**src/rtl/uart_alu_frame_ctrl.sv**
```systemverilog
// UART-to-ALU frame controller: assembles operand A, operand B and an opcode from
// received bytes, commits them to the ALU, then transmits the result LSB byte first.
module uart_alu_frame_ctrl #(
  parameter int NBIT_DATA_LEN  = 8,
  parameter int NBIT_OP_LEN    = 6,
  parameter int N_BYTES        = 2,
  parameter int TIMEOUT_CYCLES = 100000,
  localparam int NB_WORD       = NBIT_DATA_LEN * N_BYTES
) (
  input  logic                     clk,
  input  logic                     reset_n,
  input  logic                     rx_done_tick,
  input  logic [NBIT_DATA_LEN-1:0] rx_data_in,
  input  logic                     tx_done_tick,
  input  logic [NB_WORD-1:0]       alu_result,
  output logic [NB_WORD-1:0]       a_out,
  output logic [NB_WORD-1:0]       b_out,
  output logic [NBIT_OP_LEN-1:0]   op_out,
  output logic                     tx_start,
  output logic [NBIT_DATA_LEN-1:0] tx_data,
  output logic                     busy,
  output logic                     timeout_err,
  output logic [7:0]               frame_count
);

  localparam int IDX_W = (N_BYTES > 1) ? $clog2(N_BYTES) : 1;
  localparam int TMO_W = $clog2(TIMEOUT_CYCLES + 1);
  localparam logic [IDX_W-1:0] IDX_LAST = IDX_W'(N_BYTES - 1);
  localparam logic [TMO_W-1:0] TMO_LAST = TMO_W'(TIMEOUT_CYCLES - 1);

  typedef enum logic [2:0] {RX_A, RX_B, RX_OP, LATCH, TX_SEND, TX_WAIT} state_t;

  state_t                   state_q, state_d;
  logic [IDX_W-1:0]         idx_q, idx_d;
  logic                     rx_prev_q, tx_prev_q;
  logic [NB_WORD-1:0]       a_sh_q, a_sh_d, b_sh_q, b_sh_d;
  logic [NB_WORD-1:0]       a_q, a_d, b_q, b_d, res_q, res_d;
  logic [NBIT_OP_LEN-1:0]   op_q, op_d;
  logic                     tx_start_q, tx_start_d, terr_q, terr_d;
  logic [NBIT_DATA_LEN-1:0] tx_data_q, tx_data_d;
  logic [7:0]               fc_q, fc_d;
  logic [TMO_W-1:0]         tmo_q, tmo_d;
  logic                     rx_ev, tx_ev, busy_w, tmo_run, expire;
  logic [31:0]              boff;

  // Level flags from the UART are converted to single-cycle events here.
  assign rx_ev   = rx_done_tick & ~rx_prev_q;
  assign tx_ev   = tx_done_tick & ~tx_prev_q;
  assign busy_w  = (state_q != RX_A) || (idx_q != '0);
  assign tmo_run = busy_w && (state_q inside {RX_A, RX_B, RX_OP});
  assign expire  = tmo_run && !rx_ev && (tmo_q == TMO_LAST);
  assign boff    = 32'(idx_q) * 32'(NBIT_DATA_LEN);

  always_comb begin
    state_d    = state_q;
    idx_d      = idx_q;
    a_sh_d     = a_sh_q;
    b_sh_d     = b_sh_q;
    a_d        = a_q;
    b_d        = b_q;
    op_d       = op_q;
    res_d      = res_q;
    tx_start_d = 1'b0;
    tx_data_d  = tx_data_q;
    terr_d     = 1'b0;
    fc_d       = fc_q;
    tmo_d      = (tmo_run && !rx_ev) ? tmo_q + TMO_W'(1) : '0;
    case (state_q)
      RX_A: if (rx_ev) begin
        a_sh_d[boff +: NBIT_DATA_LEN] = rx_data_in;
        if (idx_q == IDX_LAST) begin
          idx_d   = '0;
          state_d = RX_B;
        end else idx_d = idx_q + IDX_W'(1);
      end
      RX_B: if (rx_ev) begin
        b_sh_d[boff +: NBIT_DATA_LEN] = rx_data_in;
        if (idx_q == IDX_LAST) begin
          idx_d   = '0;
          state_d = RX_OP;
        end else idx_d = idx_q + IDX_W'(1);
      end
      RX_OP: if (rx_ev) begin
        a_d     = a_sh_q;
        b_d     = b_sh_q;
        op_d    = rx_data_in[NBIT_OP_LEN-1:0];
        state_d = LATCH;
      end
      LATCH: begin
        res_d   = alu_result;
        state_d = TX_SEND;
      end
      TX_SEND: begin
        tx_start_d = 1'b1;
        tx_data_d  = res_q[boff +: NBIT_DATA_LEN];
        state_d    = TX_WAIT;
      end
      TX_WAIT: if (tx_ev) begin
        if (idx_q != IDX_LAST) begin
          idx_d   = idx_q + IDX_W'(1);
          state_d = TX_SEND;
        end else begin
          idx_d   = '0;
          fc_d    = fc_q + 8'd1;
          state_d = RX_A;
        end
      end
      default: state_d = RX_A;
    endcase
    // A stalled frame is dropped; committed operands keep their last values.
    if (expire) begin
      terr_d  = 1'b1;
      state_d = RX_A;
      idx_d   = '0;
      a_sh_d  = '0;
      b_sh_d  = '0;
      tmo_d   = '0;
    end
  end

  always_ff @(posedge clk or negedge reset_n) begin
    if (!reset_n) begin
      state_q    <= RX_A;
      idx_q      <= '0;
      rx_prev_q  <= 1'b0;
      tx_prev_q  <= 1'b0;
      a_sh_q     <= '0;
      b_sh_q     <= '0;
      a_q        <= '0;
      b_q        <= '0;
      op_q       <= '0;
      res_q      <= '0;
      tx_start_q <= 1'b0;
      tx_data_q  <= '0;
      terr_q     <= 1'b0;
      fc_q       <= '0;
      tmo_q      <= '0;
    end else begin
      state_q    <= state_d;
      idx_q      <= idx_d;
      rx_prev_q  <= rx_done_tick;
      tx_prev_q  <= tx_done_tick;
      a_sh_q     <= a_sh_d;
      b_sh_q     <= b_sh_d;
      a_q        <= a_d;
      b_q        <= b_d;
      op_q       <= op_d;
      res_q      <= res_d;
      tx_start_q <= tx_start_d;
      tx_data_q  <= tx_data_d;
      terr_q     <= terr_d;
      fc_q       <= fc_d;
      tmo_q      <= tmo_d;
    end
  end

  assign a_out       = a_q;
  assign b_out       = b_q;
  assign op_out      = op_q;
  assign tx_start    = tx_start_q;
  assign tx_data     = tx_data_q;
  assign busy        = busy_w;
  assign timeout_err = terr_q;
  assign frame_count = fc_q;

endmodule
```
**config.mk**
```make
export PLATFORM = sky130hd
export DESIGN_NAME = uart_alu_frame_ctrl
export DESIGN_NICKNAME = d
export VERILOG_FILES = /design/src/rtl/uart_alu_frame_ctrl.sv
export SDC_FILE = /design/constraint.sdc
export NUM_CORES = 1
export LEC_CHECK = 0
export CORE_MARGIN = 4
export CORE_UTILIZATION = 50
export DETAILED_ROUTE_END_ITERATION = 8
export GPL_TIMING_DRIVEN = 0
export PLACE_DENSITY = 0.82
export SLEW_MARGIN = 20
export SYNTH_ARGS = -nofsm -noshare
export SYNTH_HDL_FRONTEND = slang
export SYNTH_SLANG_ARGS = --single-unit
```
**constraint.sdc**
```tcl
create_clock -name clk -period 2.1 [get_ports clk]
set_input_delay 0.315 -clock clk [delete_from_list [all_inputs] [get_ports clk]]
set_output_delay 0.315 -clock clk [all_outputs]
set_load 0.005 [all_outputs]
```
# After elaboration in Yosys (flattened, before gate mapping)
# Index checks and enable logic that the tools add are counted.
[totals] output_inout_bits=57 elab_cells=84 regBits=127
[op_classes] n_shift=3 n_mux=26 eq_ne=13 n_addsub=4 bitwise=4 reduce_logical=19
[op_table] op="$mux 16" count=6
[op_table] op="$mux 17" count=2
[op_table] op="$neg 4->34" count=1
[op_table] op="$shift 8x34->16 const A" count=1
[op_table] op="$shiftx 8x34->16" count=1
[op_table] op="$bwmux 16" count=2
[op_table] op="$mux 3" count=8
[op_table] op="$ne 3x3->1 const B" count=6
[op_table] op="$pmux 3 s6" count=1
[op_table] op="$add 17x1->17 const B" count=1
[op_table] op="$eq 17x17->1 const B" count=1
[op_table] op="$shiftx 16x5->8" count=1
[op_table] op="$reduce_bool 3->1" count=3
[op_table] op="$add 8x1->8 const B" count=1
[op_table] op="$eq 3x2->1 const B" count=2
[op_table] op="$eq 3x3->1 const B" count=2
[op_table] op="$mux 1" count=6
[op_table] op="$reduce_and 2->1" count=3
[op_table] op="$reduce_and 3->1" count=2
[op_table] op="$reduce_and 6->1" count=1
[op_table] op="$reduce_bool 2->1" count=3
[op_table] op="$eq 3x1->1 const B" count=1
[op_table] op="$logic_and 1x1->1" count=3
[op_table] op="$logic_not 3->1" count=1
[op_table] op="other kinds (8)" count=10

# Depth between registers and ports, before layout
# Gate-level depths: netlist (run 1).
[depth] depth_word=7 depth_mapped=7

# Least setup slack after synthesis (run 1)
# No wires, ideal clock.
[synth_timing] path_kind="flip-flop to flip-flop" from="reg state_q[0]" to="reg state_q[1]" n_path_buf=2 synth_period_minus_slack_ns=1.936 path_slack_ns=0.164 stages_incl_launch_ff=8 arrival_ns=1.843 t_required_ns=2.006 path_cell_list="dfrtp_1 > buf_6 > or3_1 > and4b_1 > and2_1 > buf_6 > or3_1 > a221oi_2"
[synth_via] elab_chain_cells=7 elab_cells_between_ends=21 cone_classes="eq/ne (11); mux (2); reduce/logical (8)"
[synth_lines] element="start: declaration" line_no="33" source="state_t state_q, state_d;"
[synth_lines] element="start signal: assignment" line_no="139" source="state_q <= state_d;"
[synth_lines] element="$eq 3x1->1, or another cell as far along" line_no="50, 68"
[synth_lines] element="$reduce_bool 3->1 / $logic_or 1x1->1 (equally long branches)" line_no="50, 49"
[synth_lines] element="$logic_and 1x1->1" line_no="50" source="assign tmo_run = busy_w && (state_q inside {RX_A, RX_B, RX_OP});"
[synth_lines] element="$logic_and 1x1->1 (2 in a row)" line_no="51" source="assign expire = tmo_run && !rx_ev && (tmo_q == TMO_LAST);"
[synth_lines] element="$ne 3x3->1 (no line)"
[synth_lines] element="$reduce_and 6->1 (no line)"
# Several ways; a longest one is shown, not always the timed one.
# A chain may end at the register's enable or synchronous reset.

# Worst setup path after layout (run 1)
[layout_timing] from="reg tmo_q[11]" to="reg state_q[0]"
[layout_via] elab_chain_cells=4 elab_cells_between_ends=10 cone_classes="eq/ne (7); mux (1); reduce/logical (2)"
[layout_lines] element="start: declaration" line_no="42" source="logic [TMO_W-1:0] tmo_q, tmo_d;"
[layout_lines] element="start signal: assignment" line_no="153" source="tmo_q <= tmo_d;"
[layout_lines] element="$eq 17x17->1 (*)" line_no="51"
[layout_lines] element="$logic_and 1x1->1 (*)" line_no="51"
[layout_lines] element="$ne 3x3->1 (no line)"
[layout_lines] element="$reduce_and 6->1 (no line)"
# Mark *: on every way between the ends. The rest lies on a longest branch, timed or not.

==> reports/results.tsv, run 1 <==
stage	metric	value	unit
run_status	status	finished clean	
die	Starting Density	51.0	%
drt	vias per cell	5.32	
die	full die area	0.0122	mm²
cts	CTS tree	yes	
cts	H-tree lvl count	4	
timing	final worst path period share	98.1	%
drt	DRC viols	0	
cts	Clock transition at path regs	0.06	ns
hold_path	WHS Path Cells	1	
global_routing	largest net degree at the start of global routing	75	
worst_setup_path	Worst Path Max Fanout	10	
timing	Clock Skews	0.0111	ns
finish	layout cell share with drive strength beyond 1	21.2	%
die	Die Span Y	110	µm
pwr	pwr/cell area	1390	mW/mm²
cts	CTS Buf Count	17	
cts	worst-skew pair later-pin latency	0.52	ns
global_routing	gr usage total	20.7	%
finish	antenna cells	0	
worst_setup_path	cells along the critical path	or4b_4, nor4_4, and2_1, buf_6, a2111oi_1, a211o_1	
timing	post-layout min period	2.06	ns
die	Core Area	0.0103	mm²
worst_setup_path	WS Path Type	reg2reg	
logic_synthesis	Mean Syn Cell Area	12.5	µm²
logic_synthesis	Ys Warns	0	
cts	CTS root buf	clkbuf_8	
worst_setup_path	Worst EP required	2.50	ns
logic_synthesis	Yosys cell types	33	
timing	slew at the pin closest to its max-slew limit	0.785	ns
global_routing	initial antenna violation count	0	
worst_setup_path	Crit path depth	6	
timing	final hold vios	0	
logic_synthesis	flops & latches, synth	127	
finish	area of the multi-input gates	0.00201	mm²
worst_setup_path	crit-path max cell delay	0.52	ns
timing	final worst slack	0.0404	ns
job	Max Cap Violations	0	
logic_synthesis	synthesized area	0.00524	mm²
drt	DRT Pass-1 Iters	4	
logic_synthesis	async set or reset register ratio after synthesis	100	%
cts	clk buf depth	2	
global_routing	grt ovf	0	
finish	NumNets Final	555	
global_routing	vias in the first global route	3767	
placement	post-place setup slack	-0.490	ns
finish	area added between synthesis and finish	31.9	%
drt	ANT nets after route	0	
drt	via count	3587	
placement	GP Congestion	0.891	
cts	Sink Count	127	
logic_synthesis	top-count cell post-synth	dfrtp_1	
worst_setup_path	Worst EP arrival	2.46	ns
placement	dpl hpwl	7.65	mm
worst_setup_path	Slowest cell on crit path	or4b_4	
placement	# port buffers	84	
timing	Slew Limit Fails	0	
drt	drt initial violations	210	
finish	# fillers	756	
worst_setup_path	R2R depth	6	
timing	relative slew slack	47.6	%
finish	utilization after layout	67.2	%
die	Ports	85	
hold_path	HP Class	in2reg	
worst_setup_path	Worst Setup End Kind	register	
worst_setup_path	WP buf/inv	1	
drt	Avg WL per Cell	17.5	µm
global_routing	first-pass GRT wire length	19.0	mm
timing	unrepaired setup endpoints after global routing	true	
worst_setup_path	Startpoint Class	register	
timing	Fmax	486	MHz
logic_synthesis	Cells after Synth	419	
timing	Final Setup Violations	0	
pwr	P_leak	3.14	nW
logic_synthesis	Synth area leaders	dfrtp_1 (61%), mux2_2 (12%), mux2i_1 (6.1%)	
logic_synthesis	Net Count, Synth	449	
pwr	VDD IR max	760	µV
pwr	total power	9.59	mW
logic_synthesis	Yosys top cell area share	60.7	%
worst_setup_path	crit-path leading delay family	simple AND/OR/NAND/NOR gates	
logic_synthesis	Post-synth top cells	dfrtp_1 (127), nor2_1 (62), mux2_2 (55), mux2i_1 (32), nand2_1 (20)	
logic_synthesis	Most used DFF post-synth	dfrtp_1	
logic_synthesis	post-synth top area cell	dfrtp_1	
die	Core Rows	37	
logic_synthesis	Post-synth EDFFs	0	
logic_synthesis	register area share after synthesis	60.7	%
die	Die W	110	µm
drt	Post-Route WL	11.8	mm
finish	Register Area	0.00318	mm²
==> kinds of logic after synthesis <==
logic type | Yosys count | synth area share (%)
and+or+nand+nor | 131 | 12.0
DFF | 127 | 60.7
muxes | 87 | 17.9
AOI/OAI and AO/OA | 25 | 2.75
xor gates and xnor gates | 24 | 4.01
buffers and inverters | 23 | 2.15
adders and majority gates | 2 | 0.478
==> state kept, by name, summed over array words and instances, names as in the netlist, 3 cells and up <==
signal and count:
b_sh_q 16, res_q 16, op_out 6, tx_data 8
a_sh_q 16, frame_count 8, tmo_q 17, a_out 16
state_q 3, b_out 16
==> final timing paths <==
kind	slack (ns)	to	from
worst max-delay path	0.04	state_q[0]$_DFFE_PN0P_	tmo_q[11]$_DFF_PN0_
max in group asynchronous	1.04	tmo_q[16]$_DFF_PN0_	reset_n
worst max register to register	0.04	state_q[0]$_DFFE_PN0P_	tmo_q[11]$_DFF_PN0_
worst min-delay path	0.27	tx_prev_q$_DFF_PN0_	tx_done_tick
min in group asynchronous	0.32	b_out[1]$_DFFE_PN0P_	reset_n
worst min register to register	0.46	frame_count[7]$_DFFE_PN0P_	frame_count[7]$_DFFE_PN0P_
==> area by class of cell <==
type                            count  share of cell area [%]
Buffer                             19                    1.59
Inverter                            2                   0.109
Sequential cell                   127                    46.0
Clock inverter                     13                    1.67
Timing Repair Buffer               89                    13.0
Tap cell                          136                    2.46
Clock buffer                       19                    6.10
Multi-Input combinational cell    269                    29.0
==> placed cells by master, fill, tap and decap left out, drive strengths merged, types with 6 or more instances in the layout <==
cell / instances
a21oi: 18
dfrtp: 127
nand2: 20
mux2i: 32
clkdlybuf4s50: 82
nand2b: 6
nor2: 62
mux2: 55
clkbuf: 26
buf: 17
xnor2: 10
nand4: 7
xor2: 14
nand3: 14
==> power by group <==
part           leakage, nW  switching (mW)  internal [mW]  total [mW]
logic                 1.28            1.26           1.73        2.99
registers             1.60           0.573           3.39        3.96
clock network        0.255            1.07           1.57        2.64
total                 3.14            2.90           6.69        9.59
==> worst register-to-register path, delay by kind of cell (launching register included) <==
kind	cells	cell delay, ns
AO/OA/AOI/OAI	2	0.37
buffers and inverters	1	0.14
flip-flops	1	0.43
AND/OR/NAND/NOR	3	1.02
==> routing by layer <==
metal  share of wire [%]  global-route usage [%]  vias to the layer above
met5                   0                       0                        -
met3                 4.6                    3.96                       10
li1                    -                       -                     1659
met4                 1.1                    7.48                        0
met2                  52                    34.5                       89
met1                  42                    27.1                     1829
==> what timing repair did <==
item | 4_1_cts | 5_1_grt
buffers inserted | 2 | 1
pin swaps | 2 | 1
resized for setup | 13 | 10
endpoints found under the setup margin | 44 | 72
hold buffers | 1 | 0
endpoints found under the hold margin | 53 | 0
==> through the flow <==
stage | hold WS (ns) | instance area (µm²) | std cells | TNS [ns]
floorplan | 0.0194 | 5240 | 419 | 0
global placement | 0.458 | 6250 | 639 | -511.71
detailed placement | 0.304 | 6290 | 640 | -19.33
CTS | 0.263 | 6890 | 675 | 0
global route | 0.287 | 6910 | 674 | -0.389
finish | 0.275 | 6910 | 674 | 0
Note: power is estimated with default switching activity, not from simulation.
==> inputs of run 2 (changes only) <==
--- a/config.mk
+++ b/config.mk
@@ -9,6 +9,7 @@
 export CORE_UTILIZATION = 50
 export DETAILED_ROUTE_END_ITERATION = 8
 export GPL_TIMING_DRIVEN = 0
+export MAX_ROUTING_LAYER = met4
 export PLACE_DENSITY = 0.82
 export SLEW_MARGIN = 20
 export SYNTH_ARGS = -nofsm -noshare
==> reports/results.tsv, run 2 (same netlist as run 1, synthesis figures left out) <==
stage	metric	value	unit	change
pwr	total power	9.60	mW	was 9.59 mW
timing	Fmax	484	MHz	was 486 MHz
die	Die W	110	µm	unchanged
finish	most common cell after layout, fill and taps aside	dfrtp_1		unchanged
cts	worst-skew pair later-pin latency	0.52	ns	about the same
finish	Largest Register	tmo_q		unchanged
drt	DRC viols	0		unchanged
job	Max Cap Violations	0		unchanged
pwr	Clk pwr share	27.5	%	about the same
timing	post-layout min period	2.07	ns	was 2.06 ns
die	Starting Density	51.0	%	unchanged
global_routing	largest net degree at the start of global routing	75		unchanged
pwr	NetSw	2.90	mW	about the same
pwr	VDD IR max	765	µV	was 760 µV
drt	drt initial violations	269		was 210
cts	Sink Count	127		unchanged
cts	CTS root buf	clkbuf_8		unchanged
drt	via count	3575		was 3587
drt	ANT nets after route	0		unchanged
pwr	Comb power frac	31.3	%	was 31.2%
global_routing	grt ovf	0		unchanged
worst_setup_path	cells along the critical path	or4b_4, nor4_4, and2_4, buf_6, a2111oi_1, a211o_1		was or4b_4, nor4_4, and2_1, buf_6, a2111oi_1, a211o_1
timing	Clock Skews	0.0109	ns	was 0.0111 ns
global_routing	first-pass GRT wire length	19.0	mm	about the same
global_routing	met1 Use GR	27.0	%	was 27.1%
cts	clk buf depth	2		unchanged
timing	final hold vios	0		unchanged
finish	antenna cells	0		unchanged
worst_setup_path	Worst Path Max Fanout	5		was 10
cts	H-tree lvl count	4		unchanged
global_routing	gr usage total	21.3	%	was 20.7%
finish	max reg flops	17		unchanged
die	Die Span Y	110	µm	unchanged
timing	final worst path period share	98.4	%	was 98.1%
timing	slew at the pin closest to its max-slew limit	0.818	ns	was 0.785 ns
cts	CTS Buf Count	17		unchanged
placement	GP Congestion	0.906		was 0.891
die	Core Rows	37		unchanged
timing	Final Setup Violations	0		unchanged
finish	NumNets Final	556		was 555
worst_setup_path	Worst EP required	2.50	ns	about the same
worst_setup_path	Worst Setup End Kind	register		unchanged
placement	placed inst area	0.00629	mm²	unchanged
pwr	P_leak	3.15	nW	was 3.14 nW
global_routing	Global Route met3 Usage	4.83	%	was 3.96%
pwr	sequential share of power	41.2	%	was 41.3%
pwr	Sw Share	30.2	%	was 30.3%
pwr	Int Pwr	6.70	mW	was 6.69 mW
worst_setup_path	Slowest cell on crit path	or4b_4		unchanged
die	Core Area	0.0103	mm²	unchanged
worst_setup_path	Worst EP arrival	2.46	ns	about the same
placement	dpl hpwl	7.65	mm	unchanged
timing	relative slew slack	45.4	%	was 47.6%
hold_path	HP Class	in2reg		unchanged
global_routing	GRT busiest layer	met2		unchanged
global_routing	vias in the first global route	3778		was 3767
finish	most frequent cells in the layout	dfrtp_1 (127), clkdlybuf4s50_1 (82), nor2_1 (60)		unchanged
finish	area added between synthesis and finish	32.1	%	was 31.9%
global_routing	met2 usage	34.6	%	was 34.5%
finish	utilization after layout	67.4	%	was 67.2%
cts	Clock transition at path regs	0.06	ns	about the same
finish	layout cell share with drive strength beyond 1	21.7	%	was 21.2%
global_routing	initial antenna violation count	0		unchanged
placement	# port buffers	84		unchanged
pwr	pwr/cell area	1390	mW/mm²	about the same
worst_setup_path	Startpoint Class	register		unchanged
worst_setup_path	WS Path Type	reg2reg		unchanged
drt	Avg WL per Cell	17.5	µm	about the same
drt	DRT Pass-1 Iters	4		unchanged
worst_setup_path	crit-path max cell delay	0.52	ns	about the same
die	full die area	0.0122	mm²	unchanged
timing	unrepaired setup endpoints after global routing	true		unchanged
cts	CTS tree	yes		unchanged
drt	Post-Route WL	11.8	mm	about the same
finish	design area	0.00692	mm²	was 0.00691 mm²
timing	Slew Limit Fails	0		unchanged
die	Ports	85		unchanged
run_status	status	finished clean		unchanged
drt	vias per cell	5.30		was 5.32
run 2: changes by cell type in the layout (fill, tap and decap cells not counted), sizes merged:
cell,previous run,this run
buf,17,18
run 2: path summary, 6_finish.rpt:
check | start | end | slack [ns] | depth (start not counted)
worst max-delay path | tmo_q[11]$_DFF_PN0_ | state_q[0]$_DFFE_PN0P_ | 0.03 | 6
worst min-delay path | tx_done_tick | tx_prev_q$_DFF_PN0_ | 0.27 | 1
worst max register to register | tmo_q[11]$_DFF_PN0_ | state_q[0]$_DFFE_PN0P_ | 0.03 | 6
worst min register to register | frame_count[7]$_DFFE_PN0P_ | frame_count[7]$_DFFE_PN0P_ | 0.46 | 1
max in group asynchronous | reset_n | tmo_q[8]$_DFF_PN0_ | 1.05 | 3
min in group asynchronous | reset_n | b_out[1]$_DFFE_PN0P_ | 0.32 | 2
run 2: power by group through the flow:
stage | clock network, mW | registers (mW) | logic, mW
2_1_floorplan | 0 | 3.84 | 1.56
5_1_grt | 2.79 | 4.07 | 3.31
3_5_place_dp | 0 | 3.95 | 2.93
4_1_cts | 2.68 | 3.93 | 3.02
6_report | 2.64 | 3.96 | 3.01
3_3_place_gp | 0 | 3.90 | 2.78
run 2: area by class of cell:
type | instances | area [µm²]
fillers | 757 | 3350
flip-flops and latches | 127 | 3180
multi-input cells | 269 | 2010
repair buffers | 90 | 906
clock buffers | 19 | 422
well taps | 136 | 170
clock inverters | 13 | 115
plain buffers | 19 | 110
inverters | 2 | 7.51
run 2: through the flow:
step | setup TNS (ns) | cells | setup slack, ns | hold slack [ns]
6_report | 0 | 675 | 0.0344 | 0.274
3_5_place_dp | -19.33 | 640 | -0.490 | 0.304
5_1_grt | -0.157 | 675 | -0.0399 | 0.281
4_1_cts | 0 | 675 | 0.00292 | 0.263
3_3_place_gp | -511.71 | 639 | -3.91 | 0.458
2_1_floorplan | 0 | 419 | 0.164 | 0.0194
run 2: metal layers:
layer / routed length (µm) / up-vias / share of wire (%)
met4: 170 / 0 / 1.4
met5: 0 / - / 0
met2: 6100 / 98 / 52
li1: - / 1657 / -
met1: 5020 / 1803 / 42
met3: 531 / 17 / 4.5
run 2: worst max-delay path, delay by kind of cell (launching register included):
kind	cells	cell delay (ns)
AO/OA/AOI/OAI	2	0.36
AND/OR/NAND/NOR	3	1.05
buffers and inverters	1	0.12
flip-flops	1	0.43
run 2: timing repair:
item	4_1_cts	5_1_grt
cloned	0	1
endpoints found under the setup margin	44	70
pin swaps	2	1
buffers inserted	2	1
hold buffers	1	0
hold endpoints to repair	53	0
gates resized for setup	13	12
